===== config.mk =====
export PLATFORM = sky130hd
export DESIGN_NAME = fpu_issue_queue
export DESIGN_NICKNAME = d
export VERILOG_FILES = /design/src/rtl/fpu_issue_queue.sv
export SDC_FILE = /design/constraint.sdc
export NUM_CORES = 1
export LEC_CHECK = 0
export CORE_AREA = 2 2 197 199
export CTS_CLUSTER_DIAMETER = 40
export DETAILED_ROUTE_END_ITERATION = 6
export DIE_AREA = 0 0 199 201
export PLACE_DENSITY = 0.44
export SLEW_MARGIN = 20
export SYNTH_ARGS = -nofsm -noshare
export SYNTH_HDL_FRONTEND = slang
export SYNTH_SLANG_ARGS = --single-unit

===== constraint.sdc =====
create_clock -name ck -period 4 [get_ports ck]
set_input_delay 0.8 -clock ck [delete_from_list [all_inputs] [get_ports ck]]
set_output_delay 0.8 -clock ck [all_outputs]
set_load 0.02 [all_outputs]

===== src/rtl/fpu_issue_queue.sv =====
// fpu_issue_queue
//   Issue-side buffer in front of the floating-point model stage. Offers from
//   the core arrive on a CORE-V-XIF-style issue handshake. Each offer is
//   decoded to decide whether it is an RV32F instruction owned by this unit.
//   Owned instructions are stored together with their id and integer operand
//   in an in-order FIFO. The FIFO drains into the FPU stage at most one entry
//   per cycle.
//
// Ports
//   ck, rst              clock; synchronous active-low reset
//   x_issue_valid/ready  issue handshake (offer consumed when both are high)
//   x_issue_instr/id/rs0 offered instruction word, id and integer operand
//   x_issue_accept       decode result: the offered word is ours
//   flush                drop every queued entry at the next edge
//   fpu_ready            downstream stage can take the head entry
//   fpu_enable           head entry is delivered this cycle
//   fpu_instruction/id/data_fromXreg  head entry (zero when empty)
//   count                number of occupied entries
module fpu_issue_queue #(
    parameter int DEPTH      = 4,
    parameter int X_ID_WIDTH = 4,
    parameter int XLEN       = 32
) (
    input  logic                     ck,
    input  logic                     rst,
    input  logic                     x_issue_valid,
    output logic                     x_issue_ready,
    input  logic [31:0]              x_issue_instr,
    input  logic [X_ID_WIDTH-1:0]    x_issue_id,
    input  logic [XLEN-1:0]          x_issue_rs0,
    output logic                     x_issue_accept,
    input  logic                     flush,
    input  logic                     fpu_ready,
    output logic                     fpu_enable,
    output logic [31:0]              fpu_instruction,
    output logic [X_ID_WIDTH-1:0]    fpu_id,
    output logic [XLEN-1:0]          fpu_data_fromXreg,
    output logic [$clog2(DEPTH):0]   count
);

    localparam int PTR_W = $clog2(DEPTH);
    localparam int CNT_W = PTR_W + 1;

    typedef struct packed {
        logic [31:0]           instr;
        logic [X_ID_WIDTH-1:0] id;
        logic [XLEN-1:0]       rs0;
    } entry_t;

    entry_t             mem_q [DEPTH];
    entry_t             mem_d [DEPTH];
    logic [PTR_W-1:0]   wr_ptr_q, wr_ptr_d;
    logic [PTR_W-1:0]   rd_ptr_q, rd_ptr_d;
    logic [CNT_W-1:0]   count_q, count_d;

    logic               push;
    logic               pop;
    logic               not_empty;
    entry_t             head;

    // Decode: RV32F single-precision loads/stores, OP-FP and the FMA family.
    always_comb begin
        x_issue_accept = 1'b0;
        case (x_issue_instr[6:0])
            7'b0000111, 7'b0100111:
                x_issue_accept = (x_issue_instr[14:12] == 3'b010);
            7'b1010011, 7'b1000011, 7'b1000111, 7'b1001011, 7'b1001111:
                x_issue_accept = (x_issue_instr[26:25] == 2'b00);
            default:
                x_issue_accept = 1'b0;
        endcase
    end

    assign not_empty = (count_q != '0);

    // Ready looks only at registered occupancy, so a full queue stays
    // not-ready even in a cycle where it pops (no path from fpu_ready).
    assign x_issue_ready = rst && !flush && (count_q < CNT_W'(DEPTH));
    assign fpu_enable    = rst && not_empty && fpu_ready && !flush;

    assign push = x_issue_valid && x_issue_ready && x_issue_accept;
    assign pop  = fpu_enable;

    // Head outputs are zeroed when there is nothing valid to show.
    always_comb begin
        head = '0;
        if (rst && not_empty) head = mem_q[rd_ptr_q];
    end

    assign fpu_instruction   = head.instr;
    assign fpu_id            = head.id;
    assign fpu_data_fromXreg = head.rs0;
    assign count             = count_q;

    always_comb begin
        mem_d    = mem_q;
        wr_ptr_d = wr_ptr_q;
        rd_ptr_d = rd_ptr_q;
        count_d  = count_q;
        if (flush) begin
            wr_ptr_d = '0;
            rd_ptr_d = '0;
            count_d  = '0;
        end else begin
            if (push) begin
                mem_d[wr_ptr_q] = '{instr: x_issue_instr, id: x_issue_id, rs0: x_issue_rs0};
                wr_ptr_d        = wr_ptr_q + PTR_W'(1);
            end
            if (pop) rd_ptr_d = rd_ptr_q + PTR_W'(1);
            if (push && !pop)      count_d = count_q + CNT_W'(1);
            else if (pop && !push) count_d = count_q - CNT_W'(1);
        end
    end

    always_ff @(posedge ck) begin
        if (!rst) begin
            wr_ptr_q <= '0;
            rd_ptr_q <= '0;
            count_q  <= '0;
        end else begin
            wr_ptr_q <= wr_ptr_d;
            rd_ptr_q <= rd_ptr_d;
            count_q  <= count_d;
        end
    end

    // Entry storage needs no reset; occupancy alone decides what is valid.
    always_ff @(posedge ck) begin
        mem_q <= mem_d;
    end

endmodule


==> impl_metrics.sql <==
INSERT INTO impl_metrics (metric_group, metric, value, unit) VALUES
('outcome', 'result_of_the_run', 'finished, final reports clean', ''),
('worst_setup_path', 'biggest_fanout_along_the_worst_timing_path', '37', ''),
('cells_and_area', 'nets', '755', ''),
('route', 'drtPass1Iterations', '4', ''),
('synth', 'mappedNetlistNets', '572', ''),
('clocking', 'clock_insertion_delay_worst_skew', '0.53', 'ns'),
('placement', 'dp.final_hpwl', '15510', 'µm'),
('sta', 'maxSlewViolCount', '0', ''),
('cells_and_area', 'fin_cells', '1226', ''),
('global_routing', 'grt_pass1_wl', '39430', 'µm'),
('synth', 'synth_seq_cells', '279', ''),
('clocking', 'cts_post_setup_buffers_inserted', '0', ''),
('cells_and_area', 'n_antenna_cell', '0', ''),
('synth', 'post_synth_inst_count', '493', ''),
('global_routing', 'maximum_number_of_pins_on_one_net_before_global_route_repair', '46', ''),
('clocking', 'worst_setup_hold_path_clk_slew', '0.05', 'ns'),
('sta', 'max-slew-margin-rel', '0.4715', ''),
('route', 'routedWlPerCell', '20.99', 'µm'),
('global_routing', 'grt_pass1_vias', '6295', ''),
('pwr', 'irDropWorstVdd', '0.3204', 'mV'),
('worst_setup_path', 'ff2ff_path_depth', '8', ''),
('synth', 'synth_sequential_area_ratio', '0.7655', ''),
('route', 'routed_via_density', '4.499', ''),
('worst_setup_path', 'crit_cells', '4', ''),
('clocking', 'cts_repair_resize_count', '0', ''),
('worst_setup_path', 'crit_path_end', 'fpu_data_fromXreg[5]', ''),
('sta', 'maxClockFrequency', '267.9', 'MHz'),
('clocking', 'clk_path_buf_depth', '3', ''),
('synth', 'synth_cell_type_count', '29', ''),
('global_routing', 'initial_antenna_violation_count', '1', ''),
('worst_setup_path', 'path_cells', 'or3_2, buf_4, and3_1, clkdlybuf4s50_1', ''),
('placement', 'gp_routability_congestion', '0.7006', ''),
('floorplanning', 'top_level_ports', '147', ''),
('sta', 'layout_worst_path_cycle_share', '0.9331', ''),
('sta', 'fin_skew', '0.007530', 'ns'),
('route', 'vias', '5516', ''),
('cells_and_area', 'post_route_cells_drive_above_1_share', '0.2429', ''),
('synth', 'ys_async_sr_fraction', '0', ''),
('worst_setup_path', 'required', '3.20', 'ns'),
('synth', 'synth.area.top_cells', 'sky130_fd_sc_hd__edfxtp_1, sky130_fd_sc_hd__mux4_2, sky130_fd_sc_hd__and3_1, sky130_fd_sc_hd__buf_12, sky130_fd_sc_hd__dfxtp_1', ''),
('placement', 'dp_cells', '1147', ''),
('floorplanning', 'design.core.area', '0.03811', 'mm²'),
('worst_setup_path', 'cp_slowest_cell', 'sky130_fd_sc_hd__or3_2', ''),
('route', 'route.antenna.remaining_nets', '0', ''),
('sta', 'final_setup_violations', '0', ''),
('global_routing', 'grt_remaining_overflow', '0', ''),
('floorplanning', 'floorplan.initialDensity', '0.2848', ''),
('floorplanning', 'floorplan.die.width', '199', 'µm'),
('worst_setup_path', 'critical_path_class', 'reg -> out', ''),
('floorplanning', 'die_height', '201', 'µm'),
('pwr', 'power_density_over_the_cells', '494.5', 'mW/mm²'),
('sta', 'totalNegativeSetupSlack', '0', 'ns'),
('sta', 'hold_ws', '0.5302', 'ns'),
('worst_setup_path', 'setup.reg_to_reg.worst_slack', '1.16', 'ns'),
('clocking', 'tritoncts', 'built', ''),
('worst_setup_path', 'worstSetupEndpointType', 'output pin', ''),
('clocking', 'clock_tree.root_cell', 'sky130_fd_sc_hd__clkbuf_16', ''),
('worst_setup_path', 'startpoint_type', 'register', ''),
('synth', 'synth_largest_area_cell', 'sky130_fd_sc_hd__edfxtp_1', ''),
('synth', 'post_synth_most_frequent_cells', 'sky130_fd_sc_hd__edfxtp_1, sky130_fd_sc_hd__and3_1, sky130_fd_sc_hd__mux4_2', ''),
('worst_setup_path', 'timing.critical_path.max_delay_family', 'buffers and inverters', ''),
('global_routing', 'track_usage', '0.1338', ''),
('synth', 'synth_ff_type', 'sky130_fd_sc_hd__edfxtp_1', ''),
('route', 'drt_iter0_drc', '220', ''),
('clocking', 'htree_levels', '2', ''),
('synth', 'number_of_enable_type_register_cells_in_the_synthesized_netlist', '272', ''),
('clocking', 'tritoncts_num_sinks', '279', ''),
('route', 'drc_markers', '0', ''),
('clocking', 'tritoncts.num_buffers', '45', ''),
('sta', 'rsz0062_at_grt', 'no', ''),
('cells_and_area', 'areaGrowthSynthToFinish', '33.88', '%');
## power by group
part           total, W  switching (W)  internal [W]
Sequential      0.00321    0.000000691       0.00321
Clock           0.00383        0.00132       0.00251
Combinational  0.000139      0.0000647     0.0000747
Total           0.00719        0.00139       0.00580
## worst reg2reg max path, stage by stage (launching register included)
cell                      delay, ns
sky130_fd_sc_hd__dfxtp_1       0.34
sky130_fd_sc_hd__or3_2         0.86
sky130_fd_sc_hd__nand3_1       0.29
sky130_fd_sc_hd__ha_1          0.21
sky130_fd_sc_hd__inv_1         0.07
sky130_fd_sc_hd__fa_1          0.37
sky130_fd_sc_hd__xor2_1        0.18
sky130_fd_sc_hd__or3_1         0.30
sky130_fd_sc_hd__a21oi_1       0.15
## cell families (layout without fill, tap and decap cells)
group	after synthesis	count (layout)	synth area share
AOI/OAI and AO/OA	5	5	0.002652
muxes	71	71	0.1439
adders and majority gates	6	6	0.007609
and+or+nand+nor	91	91	0.05073
xor gates and xnor gates	4	4	0.003229
DFF	279	279	0.7655
buffers and inverters	37	252	0.02640
## routing by layer
layer	track usage	vias to the layer above	routed length [µm]
met5	0	-	12
met4	0.04398	2	558
li1	-	2424	-
met3	0.04251	44	1703
met1	0.1662	2891	10840
met2	0.2209	155	12620
## layout by cell type, fill, tap and decap left out, types with 7 or more instances in the layout
cell / instances
sky130_fd_sc_hd__and3_1: 68
sky130_fd_sc_hd__buf_12: 12
sky130_fd_sc_hd__buf_4: 10
sky130_fd_sc_hd__bufinv_16: 7
sky130_fd_sc_hd__clkbuf_16: 45
sky130_fd_sc_hd__clkdlybuf4s50_1: 145
sky130_fd_sc_hd__clkinv_2: 8
sky130_fd_sc_hd__clkinvlp_4: 7
sky130_fd_sc_hd__edfxtp_1: 272
sky130_fd_sc_hd__mux4_2: 68
## area by class of cell
cell class,count,area [µm²],area share
inverter,5,18.77,0.001292
clock buffer,47,1134,0.07802
multi-input combinational,177,2270,0.1562
sequential,279,8315,0.5723
clock inverter,32,372.9,0.02566
timing repair buffer,168,1772,0.1219
tap,518,648.1,0.04461
## sequential cells by signal (all words and copies together) (netlist names)
name and flops:
count 3, rd_ptr_q 2, wr_ptr_q 2, mem_q 272
## stage by stage
stage	setup WS (ns)	util	instance area (µm²)
global placement	0.3922	0.3418	13020
finish	0.2677	0.3813	14530
floorplan	0.2228	-	10850
CTS	0.1664	0.3813	14530
global route	0.08603	0.3813	14530
detailed placement	0.3537	0.3418	13020
## worst min-delay path by stage
stage,from,to,cells past startpoint
after floorplan,wr_ptr_q[1]$_SDFFE_PP0P_,wr_ptr_q[1]$_SDFFE_PP0P_,2
after global routing,count[2]$_SDFFE_PP0P_,count[2]$_SDFFE_PP0P_,2
after global placement,wr_ptr_q[0]$_SDFFE_PP0P_,wr_ptr_q[0]$_SDFFE_PP0P_,2
after CTS,wr_ptr_q[1]$_SDFFE_PP0P_,wr_ptr_q[1]$_SDFFE_PP0P_,2
final,wr_ptr_q[1]$_SDFFE_PP0P_,wr_ptr_q[1]$_SDFFE_PP0P_,2
after detailed placement,wr_ptr_q[1]$_SDFFE_PP0P_,wr_ptr_q[1]$_SDFFE_PP0P_,2
Note: power is estimated with default switching activity, not from simulation.
